[src/rtl/pctrl_pkg.sv]
// Shared definitions for the single-wire peripheral control link: field widths,
// frame length, line levels and the transmitter state encoding.
package pctrl_pkg;

  localparam int DEF_ADDR_W = 8;
  localparam int DEF_OP_W   = 3;
  localparam int DEF_DATA_W = 62;
  localparam int FRAME_W    = 1 + DEF_ADDR_W + DEF_OP_W + DEF_DATA_W;

  localparam logic START_BIT  = 1'b0;
  localparam logic IDLE_LEVEL = 1'b1;

  typedef enum logic [1:0] {
    S_IDLE = 2'd0,
    S_SEND = 2'd1,
    S_GAP  = 2'd2
  } state_e;

endpackage

[src/rtl/pctrl_shreg.sv]
// Parallel-load, MSB-first shift register feeding the serial line.
module pctrl_shreg
  import pctrl_pkg::*;
#(
  parameter int W = FRAME_W
) (
  input  logic         clk,
  input  logic         i_load,
  input  logic         i_shift,
  input  logic [W-1:0] i_din,
  output logic         o_msb
);

  logic [W-1:0] r_sh;

  // Pure datapath: contents are meaningless until the first load, so no reset.
  always_ff @(posedge clk) begin
    if (i_load) begin
      r_sh <= i_din;
    end else if (i_shift) begin
      r_sh <= {r_sh[W-2:0], 1'b0};
    end
  end

  assign o_msb = r_sh[W-1];

endmodule

[src/rtl/pctrl_tx.sv]
// Serial frame transmitter: start bit, address, opcode, data MSB-first, then an
// idle-high gap. Defining PCTRL_TX_PARITY_EN appends an even-parity bit.
module pctrl_tx
  import pctrl_pkg::*;
#(
  parameter int ADDR_W = DEF_ADDR_W,
  parameter int OP_W   = DEF_OP_W,
  parameter int DATA_W = DEF_DATA_W,
  parameter int GAP    = 2
) (
  input  logic              clk,
  input  logic              nRst,
  input  logic              valid,
  output logic              ready,
  input  logic [ADDR_W-1:0] address,
  input  logic [OP_W-1:0]   opcode,
  input  logic [DATA_W-1:0] data,
  output logic              tx,
  output logic              done
);

`ifdef PCTRL_TX_PARITY_EN
  localparam int PAY_W = ADDR_W + OP_W + DATA_W + 1;
`else
  localparam int PAY_W = ADDR_W + OP_W + DATA_W;
`endif
  localparam int CW  = $clog2(PAY_W + 1);
  localparam int GCW = (GAP > 1) ? $clog2(GAP) : 1;
  localparam logic [GCW-1:0] GAP_LAST = GCW'((GAP > 0) ? GAP - 1 : 0);
  localparam logic [CW-1:0]  CNT_LOAD = CW'(PAY_W);

  state_e           r_state;
  state_e           w_next;
  logic [CW-1:0]    r_cnt;
  logic [GCW-1:0]   r_gcnt;
  logic             r_tx;
  logic             r_done;
  logic             w_accept;
  logic             w_shift;
  logic             w_last;
  logic             w_msb;
  logic [PAY_W-1:0] w_payload;

`ifdef PCTRL_TX_PARITY_EN
  assign w_payload = {address, opcode, data, ^{address, opcode, data}};
`else
  assign w_payload = {address, opcode, data};
`endif

  pctrl_shreg #(.W(PAY_W)) u_shreg (
    .clk     (clk),
    .i_load  (w_accept),
    .i_shift (w_shift),
    .i_din   (w_payload),
    .o_msb   (w_msb)
  );

  always_ff @(posedge clk or negedge nRst) begin
    if (!nRst) begin
      r_state <= S_IDLE;
    end else begin
      r_state <= w_next;
    end
  end

  always_comb begin
    w_next   = r_state;
    w_accept = 1'b0;
    w_shift  = 1'b0;
    w_last   = 1'b0;
    case (r_state)
      S_IDLE: begin
        if (valid) begin
          w_accept = 1'b1;
          w_next   = S_SEND;
        end
      end
      S_SEND: begin
        // r_cnt counts payload bits still to be placed on the line
        if (r_cnt != '0) begin
          w_shift = 1'b1;
        end else begin
          w_last = 1'b1;
          w_next = (GAP == 0) ? S_IDLE : S_GAP;
        end
      end
      S_GAP: begin
        if (r_gcnt == GAP_LAST) begin
          w_next = S_IDLE;
        end
      end
      default: w_next = S_IDLE;
    endcase
  end

  always_ff @(posedge clk or negedge nRst) begin
    if (!nRst) begin
      r_tx   <= IDLE_LEVEL;
      r_done <= 1'b0;
      r_cnt  <= '0;
      r_gcnt <= '0;
    end else begin
      r_done <= w_last;
      if (w_accept) begin
        r_tx  <= START_BIT;
        r_cnt <= CNT_LOAD;
      end else if (w_shift) begin
        r_tx  <= w_msb;
        r_cnt <= r_cnt - 1'b1;
      end else if (w_last) begin
        r_tx  <= IDLE_LEVEL;
      end
      if (r_state == S_GAP) begin
        r_gcnt <= (r_gcnt == GAP_LAST) ? '0 : r_gcnt + 1'b1;
      end else begin
        r_gcnt <= '0;
      end
    end
  end

  assign ready = (r_state == S_IDLE);
  assign tx    = r_tx;
  assign done  = r_done;

endmodule

[config.mk]
export PLATFORM = sky130hd
export DESIGN_NAME = pctrl_tx
export DESIGN_NICKNAME = d
export VERILOG_FILES = /design/src/rtl/pctrl_pkg.sv /design/src/rtl/pctrl_shreg.sv /design/src/rtl/pctrl_tx.sv
export SDC_FILE = /design/constraint.sdc
export NUM_CORES = 1
export LEC_CHECK = 0
export BUFFER_PORTS_ARGS = -buffer_cell sky130_fd_sc_hd__buf_4
export CORE_AREA = 2 2 83 85
export DETAILED_ROUTE_END_ITERATION = 12
export DIE_AREA = 0 0 85 87
export PLACE_DENSITY = 0.82
export SLEW_MARGIN = 5
export SYNTH_ARGS = -nofsm -noshare
export SYNTH_HDL_FRONTEND = slang
export SYNTH_SLANG_ARGS = --single-unit
[constraint.sdc]
create_clock -name clk -period 6.2 [get_ports clk]
set_clock_uncertainty 0.2 [all_clocks]
set_input_delay 0.31 -clock clk [delete_from_list [all_inputs] [get_ports clk]]
set_output_delay 0.31 -clock clk [all_outputs]
set_load 0.01 [all_outputs]
==> summary.md, run 1 <==
| Metric | Value |
|---|---|
| Switching Share | 30.74% |
| Core Area | 0.006569 mm^2 |
| Leak Pwr | 2.118 nW |
| Synthesis-stage register bit count | 85 |
| Critical Path Source Type | register |
| Clock Latency Late Sink | 340 ps |
| Final WS setup | 3400 ps |
| Critical Path AT | 2560 ps |
| Fmax | 357.2 MHz |
| # setup viols final | 0 |
| Fin crit share | 45.16% |
| Main flop type after synthesis | edfxtp_1 |
| Setup TNS | 0 ps |
| WP data required | 5960 ps |
| GR Overflow Total | 0 |
| Worst slew margin | 34.94% |
| Place WS | 3403 ps |
| Clock tree from TritonCTS | yes |
| Hold Crit Class | in -> reg |
| Crit Path Category | reg -> reg |
| Fill cells | 486 |
| Worst hold stages | 3 |
| Vias in the first global route | 2644 |
| Routability cong. | 0.8571 |
| Largest net degree at the start of global routing | 79 |
| Die area | 0.007395 mm^2 |
| Internal power | 0.001353 W |
| Total design power | 0.001954 W |
| I/O pins | 79 |
| HPWL Detailed | 4552 um |
| Initial Util | 56.30% |
| Row cnt | 30 |
| Syn Std Cell Area | 0.003699 mm^2 |
| Synth top area share | 59.27% |
| Outcome | finished clean |
| Max_cap viols | 0 |
| First-pass GRT wire length | 11300 um |
| Per-cell routed wire length | 13.23 um |
| CP endpoint kind | register |
| RSZ-0062 raised after global routing | no |
| Clk pwr share | 16.6% |
| Root Driver | clkbuf_8 |
| ANT cells | 0 |
| Final Hold Viols | 0 |
| Worst reg2reg startpoint | r_state[0] |
| Seq/Total Area, Yosys | 67.42% |
| VDD IR max | 0.0002790 V |
| GRT Util Overall | 19.70% |
| H-tree Lvls | 3 |
| Synth cell types | 27 |
| Post-synth EDFFs | 73 |
| Total number of vias | 2612 |
| Max-slew violations | 0 |
| Syn Nets | 439 |
| Resize count post-CTS | 0 |
| Register share of total power | 57.5% |
| Setup slack, reg-to-reg | 3400 ps |
| Pwr per Cell Area | 434.4 mW/mm^2 |
| CTS Buf Count | 9 |
| Post-synth top area cell | edfxtp_1 |
| DRT Pass-1 Iters | 4 |
| Top cells by area, synth | edfxtp_1 59%, nand2_1 22%, dfrtp_1 7.4% |
| CTS clock-pin slew for the worst setup and hold paths | 80 ps |
| DRT iter0 DRCs | 163 |
| Share of layout cells above drive strength 1 | 23.18% |
| Top Layer Used | met4 |
| Met1 WL | 3060 um |
| Die Width | 85 um |
| R2R depth | 3 |
| Area delta synth->final | 21.58% |
| Reg-to-reg critical path endpoint | u_shreg.r_sh[48] |
| # DRC | 0 |
| Syn Inst Count | 362 |
| Clock tree buffer depth | 2 |
| Avg Inst Size Synth | 10.22 um^2 |
| Met3 Wirelength | 266 um |
| WL final | 6881 um |
| Crit path max fanout | 77 |
| Routed wl met2 | 3489 um |
| # clock sinks | 85 |
| Via/cell ratio | 5.023 |
| Syn. warnings | 0 |
| Worst-Margin Slew | 975.9 ps |
| Sw power | 0.0006006 W |
| Combinational Power Share | 25.9% |
| Initial antenna violation count | 0 |
| Chip Height | 87 um |
| # nets final | 513 |
| Post-route ant nets | 0 |
| Minimum clock period | 2800 ps |
| HP Start | data[12] |
| Worst Hold End | u_shreg.r_sh[12] |
| Async SR Flop Fraction | 14.12% |
| IO Port Bufs | 78 |
==> state kept, by name, summed over array words and instances (netlist names) <==
signal and count:
done 1, r_cnt 7, r_gcnt 1, r_state 2, tx 1, u_shreg.r_sh 73
==> metrics by stage <==
stage	area (um^2)	instances	hold WS, ps	util [%]
2_1_floorplan	3699	362	-185.6	-
3_3_place_gp	4330	504	-45.74	65.92
3_5_place_dp	4330	504	-43.08	65.92
4_1_cts	4497	520	7.822	68.46
5_1_grt	4497	520	19.65	68.46
6_report	4497	520	26.72	68.46
==> cells in the mapped netlist (2+ instances only) <==
master,instances
a211oi_1,2
a21oi_1,2
buf_2,8
clkbuf_1,10
dfrtp_1,11
edfxtp_1,73
inv_1,3
mux2i_1,5
nand2_1,221
nand2b_1,2
nor2_1,5
nor3b_2,2
o21ai_0,2
o41ai_1,2
or2_1,2
==> placed cells by master, fill, tap and decap left out, types with 2 or more instances in the layout <==
cell type	count
clkinv_1	2
a21oi_1	2
dfrtp_1	11
o41ai_1	2
or3b_2	2
nor2_1	5
a211oi_1	2
mux2i_1	5
edfxtp_1	73
nand2_1	221
o21ai_0	2
inv_1	3
clkbuf_8	9
buf_4	80
nand2b_1	2
==> worst max-delay path by stage <==
| stage | from | endpoint | cells past startpoint |
|---|---|---|---|
| 6_report | r_state[0] | u_shreg.r_sh[48] | 3 |
| 4_1_cts | r_state[0] | u_shreg.r_sh[2] | 3 |
| 3_5_place_dp | r_state[0] | u_shreg.r_sh[54] | 3 |
| 3_3_place_gp | r_state[0] | u_shreg.r_sh[4] | 3 |
| 5_1_grt | r_state[0] | u_shreg.r_sh[72] | 3 |
| 2_1_floorplan | r_cnt[1] | u_shreg.r_sh[0] | 5 |
==> kinds of logic after synthesis <==
group	after synthesis	synth area share [%]
AO/OA/AOI/OAI	11	2.571
flip-flops	85	67.42
buffers and inverters	21	2.402
AND/OR/NAND/NOR	239	25.91
multiplexers	5	1.353
adder cells (fa/ha/maj)	1	0.3382
==> final cells by class <==
type | instances | area (um^2) | area share (%)
tap | 80 | 100.1 | 2.226
timing repair buffer | 81 | 610.6 | 13.58
clock buffer | 10 | 127.6 | 2.838
multi-input combinational | 256 | 1125 | 25.01
inverter | 3 | 11.26 | 0.2504
sequential | 85 | 2494 | 55.45
clock inverter | 5 | 28.78 | 0.6400
==> power groups by stage <==
stage / combinational, W / sequential, W / clock [W]
finish: 0.000506 / 0.00112 / 0.000325
global route: 0.000583 / 0.00115 / 0.000352
CTS: 0.000514 / 0.00112 / 0.000331
detailed placement: 0.000508 / 0.00114 / 0
global placement: 0.000479 / 0.00112 / 0
floorplan: 0.000365 / 0.00111 / 0
==> what timing repair did <==
| item | in CTS | in global routing |
|---|---|---|
| endpoints found under the hold margin | 12 | 0 |
| hold buffers | 1 | 0 |
| buffers inserted | 0 | 0 |
==> layer usage <==
layer / up-vias / GRT usage, %
met5: - / 0
met4: 0 / 7.648
met1: 1218 / 23.85
met2: 59 / 35.01
li1: 1327 / -
met3: 8 / 3.791
==> worst max-delay path: stages, from the launching register on <==
cell	delay (ps)
dfrtp_1	460
nor3b_4	210
buf_4	610
or2_4	880
(Power assumes the default switching activity.)
==> run 2: changes to the inputs <==
CORE_AREA = 2 2 86 88   (was 2 2 83 85)
DIE_AREA = 0 0 88 90   (was 0 0 85 87)
PLACE_DENSITY = 0.77   (was 0.82)
clock period = 2.9 ns   (was 6.2 ns; I/O delays follow)
==> run 2 against run 1 <==
Register-to-register slack lost 3000 ps. Critical path type unchanged. Via count grew 14%. Die area grew 7.1%. Largest power group unchanged. Combinational power grew 140%. Sequential share of layout area shrank 8.6 points.
==> summary.md, run 2 (synthesized netlist as in run 1, its figures left out) <==
| Metric | Value |
|---|---|
| Worst slew margin | 51.51% |
| H-tree Lvls | 3 |
| Clock tree from TritonCTS | yes |
| Die Width | 88 um |
| Max reg flops | 73 |
| Pwr per Cell Area | 818.3 mW/mm^2 |
| Max_cap viols | 0 |
| Via/cell ratio | 4.816 |
| Max-slew violations | 0 |
| ANT cells | 0 |
| Slowest cell delay on critical path | 440 ps |
| Leak Pwr | 2.458 nW |
| Chip Height | 90 um |
| Commonest non-fill, non-tap cell in the layout | nand2_1 |
| Root Driver | clkbuf_8 |
| Vias in the first global route | 3034 |
| Total number of vias | 2981 |
| DRT iter0 DRCs | 218 |
| HPWL Detailed | 4633 um |
| # nets final | 592 |
| Minimum clock period | 2462 ps |
| Crit path max fanout | 42 |
| Share of layout cells above drive strength 1 | 21.15% |
| Initial antenna violation count | 0 |
| Post-CTS Setup Bufs | 0 |
| Critical Path AT | 2250 ps |
| Multi-input gate area in the final layout | 0.001125 mm^2 |
| Die area | 0.007920 mm^2 |
| Core Area | 0.007020 mm^2 |
| CP endpoint kind | register |
| # DRC | 0 |
| Setup TNS | 0 ps |
| Outcome | finished clean |
| Fill cells | 431 |
| Non-Filler Instances | 619 |
| IO Port Bufs | 78 |
| Slowest-stage cell, CP | dfrtp_1 |
| Fin crit share | 84.89% |
| First-pass GRT wire length | 13630 um |
| VDD IR max | 0.0004214 V |
| Biggest register | u_shreg.r_sh |
| GR Overflow Total | 0 |
| Place WS | 449.8 ps |
| CTS Buf Count | 9 |
| Dpl cells | 527 |
| Resize count post-CTS | 0 |
| Final Hold Viols | 0 |
| GRT Util Overall | 22.84% |
| Area delta synth->final | 43.84% |
| # clock sinks | 85 |
| Per-cell routed wire length | 13.75 um |
| Regs by FF count | u_shreg.r_sh x73, r_cnt x7, r_state x2 |
| Hold Crit Class | in -> async |
| I/O pins | 79 |
| Routability cong. | 0.8221 |
| RSZ-0062 raised after global routing | no |
| CTS clock-pin slew for the worst setup and hold paths | 80 ps |
| Crit Path Category | reg -> reg |
| WL final | 8510 um |
| Row cnt | 31 |
| Worst-path cell chain | inv_1 -> ha_1 -> nor3b_2 -> a21oi_1 -> or2_4 -> buf_4 |
| Hold_buf cts | 76 |
| WP data required | 2690 ps |
| # setup viols final | 0 |
| Fmax | 406.2 MHz |
| Clock tree buffer depth | 2 |
| Clock Latency Late Sink | 350 ps |
| Critical Path Source Type | register |
| Largest net degree at the start of global routing | 77 |
| Final WS setup | 438.3 ps |
| Post-route ant nets | 0 |
| DRT Pass-1 Iters | 4 |
| Worst-Margin Slew | 727.3 ps |
| Highest-count cells in the layout ignoring fill and taps | 221 x nand2_1, 84 x buf_4, 76 x dlygate4sd3_1, 73 x edfxtp_1, 11 x dfrtp_1 |
| FF/Latch Area | 0.002494 mm^2 |
| Initial Util | 52.68% |
run 2: cell count changes in the layout (fill, tap and decap cells not counted):
cell / change
clkinvlp_4: +1
clkinv_4: +1
dlygate4sd3_1: +75
inv_6: +1
clkbuf_1: -1
clkinv_2: +1
buf_4: +4
clkinv_1: -2
run 2: path summary, 6_finish.rpt:
check / start / to / slack (ps) / cells past startpoint
worst min-delay path: nRst / tx / 70 / 2
min in group clk: r_gcnt / r_gcnt / 210 / 1
worst min register to register: r_gcnt / r_gcnt / 210 / 1
max in group asynchronous: nRst / r_cnt[2] / 1510 / 3
worst max register to register: r_cnt[1] / u_shreg.r_sh[19] / 440 / 6
worst max-delay path: r_cnt[1] / u_shreg.r_sh[19] / 440 / 6
run 2: stage by stage:
stage                     util (%)  total power, W  hold WS (ps)  instance area, um^2
after floorplan                  -        0.003143        -350.6                 3699
after global placement       62.45        0.003440        -206.4                 4384
after detailed placement     62.45        0.003521        -205.9                 4384
after CTS                    75.78        0.004358         50.38                 5320
after global routing         75.78        0.004636         64.54                 5320
final                        75.78        0.004354         66.71                 5320
run 2: where the power goes:
part / switching [W] / internal (W) / total, W / leakage (nW)
combinational: 0.000703 / 0.000497 / 0.00120 / 1.45
clock: 0.000430 / 0.000314 / 0.000744 / 0.0856
sequential: 0.000231 / 0.00218 / 0.00241 / 0.920
run 2: worst max-delay path, delay by kind of cell, from the launching register on:
family,cells,cell delay (ps)
buffers and inverters,2,500
DFF,1,440
and+or+nand+nor,2,400
AOI/OAI and AO/OA,1,330
adders and majority gates,1,200
run 2: area by class of cell:
type / instances / area share, %
Inverter: 3 / 0.2117
Clock buffer: 9 / 2.328
Multi-Input combinational cell: 256 / 21.14
Sequential cell: 85 / 46.87
Timing Repair Buffer: 160 / 26.15
Clock inverter: 7 / 0.9643
Tap cell: 99 / 2.328
run 2: layer usage:
metal	wire (um)	GRT usage, %	up-vias
met1	3369	27.20	1358
li1	-	-	1490
met3	408	4.591	25
met4	261	12.05	0
met5	0	0	-
met2	4470	38.38	108
==> run 3: changes to the inputs <==
CORE_AREA = 2 2 90 92   (was 2 2 86 88)
DIE_AREA = 0 0 92 94   (was 0 0 88 90)
PLACE_DENSITY = 0.74   (was 0.77)
clock period = 2.1 ns   (was 2.9 ns; I/O delays follow)
==> run 3 against run 2 <==
Final cell count rose by 1.8%. First-iteration DRC count fell by 35%. Wire length fell by 3.5%. Flip-flop and latch count did not move. Clock-buffer cell count did not move. Via count fell by 0.60%. Critical path type unchanged. Utilization fell by 3.4 points.
==> summary.md, run 3 (synthesized netlist as in run 1, its figures left out) <==
| Metric | Value |
|---|---|
| Outcome | finished clean |
| # DRC | 0 |
| Per-cell routed wire length | 13.04 um |
| Switching Share | 29.06% |
| CTS Buf Count | 9 |
| Die area | 0.008648 mm^2 |
| Post-route ant nets | 0 |
| Vias in the first global route | 2895 |
| Crit Path Category | reg -> reg |
| Fin crit share | 94.23% |
| Core Area | 0.007607 mm^2 |
| Root Driver | clkbuf_8 |
| CTS clock-pin slew for the worst setup and hold paths | 80 ps |
| Worst-path cell chain | inv_1 -> ha_2 -> nor3b_4 -> a21oi_4 -> or2_4 -> buf_12 |
| Combinational Power Share | 27.9% |
| Clk pwr share | 21.0% |
| Max-slew violations | 0 |
| Regs by FF count | u_shreg.r_sh x73, r_cnt x7, r_state x2 |
| Die Width | 92 um |
| Highest-count cells in the layout ignoring fill and taps | 221 x nand2_1, 89 x buf_4, 76 x dlygate4sd3_1, 73 x edfxtp_1, 11 x dfrtp_1 |
| Critical Path Source Type | register |
| Largest net degree at the start of global routing | 54 |
| HPWL Detailed | 4599 um |
| Crit path max fanout | 28 |
| Pwr per Cell Area | 1178 mW/mm^2 |
| Leak Pwr | 2.548 nW |
| Clock Latency Late Sink | 350 ps |
| # clock sinks | 85 |
| WP data required | 2010 ps |
| DRT Pass-1 Iters | 4 |
| Worst slew margin | 64.74% |
| Initial antenna violation count | 0 |
| I/O pins | 79 |
| Minimum clock period | 1979 ps |
| Max reg flops | 73 |
| Slowest-stage cell, CP | dfrtp_1 |
| Setup TNS | 0 ps |
| Biggest register | u_shreg.r_sh |
| Share of layout cells above drive strength 1 | 22.35% |
| Clock tree buffer depth | 2 |
| Register share of total power | 51.1% |
| Slowest cell delay on critical path | 420 ps |
| Area post-placement | 0.004476 mm^2 |
| Clock tree from TritonCTS | yes |
| Top delay family on crit path | simple AND/OR/NAND/NOR gates |
| IO Port Bufs | 78 |
| Hold Crit Class | in -> async |
| Total number of vias | 2963 |
| Final Hold Slack | 25.27 ps |
| Chip Height | 94 um |
| Area delta synth->final | 48.82% |
| Internal power | 0.004601 W |
| Worst Path Buf+Inv | 2 |
| H-tree Lvls | 3 |
| Fmax | 505.4 MHz |
| Routability cong. | 0.7901 |
| Sw power | 0.001884 W |
| # nets final | 600 |
| VDD IR max | 0.0007145 V |
| RSZ-0062 raised after global routing | no |
| CP endpoint kind | register |
| Final Hold Viols | 0 |
| DRT iter0 DRCs | 142 |
| Row cnt | 32 |
| # setup viols final | 0 |
| WL final | 8213 um |
| Finished Cell Area | 0.005504 mm^2 |
| Worst-Margin Slew | 528.9 ps |
| Via/cell ratio | 4.703 |
| Max_cap viols | 0 |
| GR Overflow Total | 0 |
| Critical Path AT | 1890 ps |
| ANT cells | 0 |
| Commonest non-fill, non-tap cell in the layout | nand2_1 |
| First-pass GRT wire length | 13180 um |
| GRT Util Overall | 20.10% |
| Initial Util | 48.62% |
run 3: cell count changes in the layout (fill, tap and decap cells not counted), sizes merged:
cell and delta:
buf +8, clkinv -1, clkinvlp -1, bufinv +3, inv -1
run 3: area by class of cell:
class / count / area [um^2]
Multi-Input combinational cell: 256 / 1145
Timing Repair Buffer: 168 / 1489
Sequential cell: 85 / 2494
Fill cell: 516 / 2103
Clock buffer: 9 / 123.9
Tap cell: 102 / 127.6
Clock inverter: 7 / 113.9
Inverter: 3 / 11.26
run 3: per-stage QoR:
stage	utilization [%]	std cells	power (W)	setup slack (ps)
2_1_floorplan	-	362	0.004359	-134.4
3_3_place_gp	58.83	535	0.004885	116.4
3_5_place_dp	58.83	535	0.004973	40.74
4_1_cts	71.96	627	0.006460	12.69
5_1_grt	72.35	630	0.006908	1.948
6_report	72.35	630	0.006485	121.3
run 3: worst paths after layout:
kind / start / end / slack [ps] / cells after the start
max in group asynchronous: nRst / r_cnt[2] / 760 / 3
min in group clk: r_gcnt / r_gcnt / 230 / 1
hold reg to reg: r_gcnt / r_gcnt / 230 / 1
setup reg to reg: r_cnt[0] / u_shreg.r_sh[3] / 120 / 6
setup / recovery: r_cnt[0] / u_shreg.r_sh[3] / 120 / 6
hold / removal: nRst / tx / 30 / 2
run 3: layer usage:
metal	GRT usage (%)	share of wire, %	up-vias
li1	-	-	1502
met1	24.48	42	1358
met2	34.50	50	84
met3	3.130	5.1	19
met4	10.95	2.5	0
met5	0	0	-
run 3: timing repair:
item,in CTS,in global routing
buffers inserted,0,3
setup endpoints to repair,0,56
endpoints found under the hold margin,86,0
hold buffers,76,0
gates resized for setup,0,1
run 3: power by group through the flow:
stage,Clock [W],Combinational [W],Sequential [W]
finish,0.00136,0.00181,0.00331
CTS,0.00139,0.00177,0.00330
detailed placement,0,0.00165,0.00332
global route,0.00144,0.00207,0.00339
floorplan,0,0.00110,0.00326
global placement,0,0.00158,0.00330
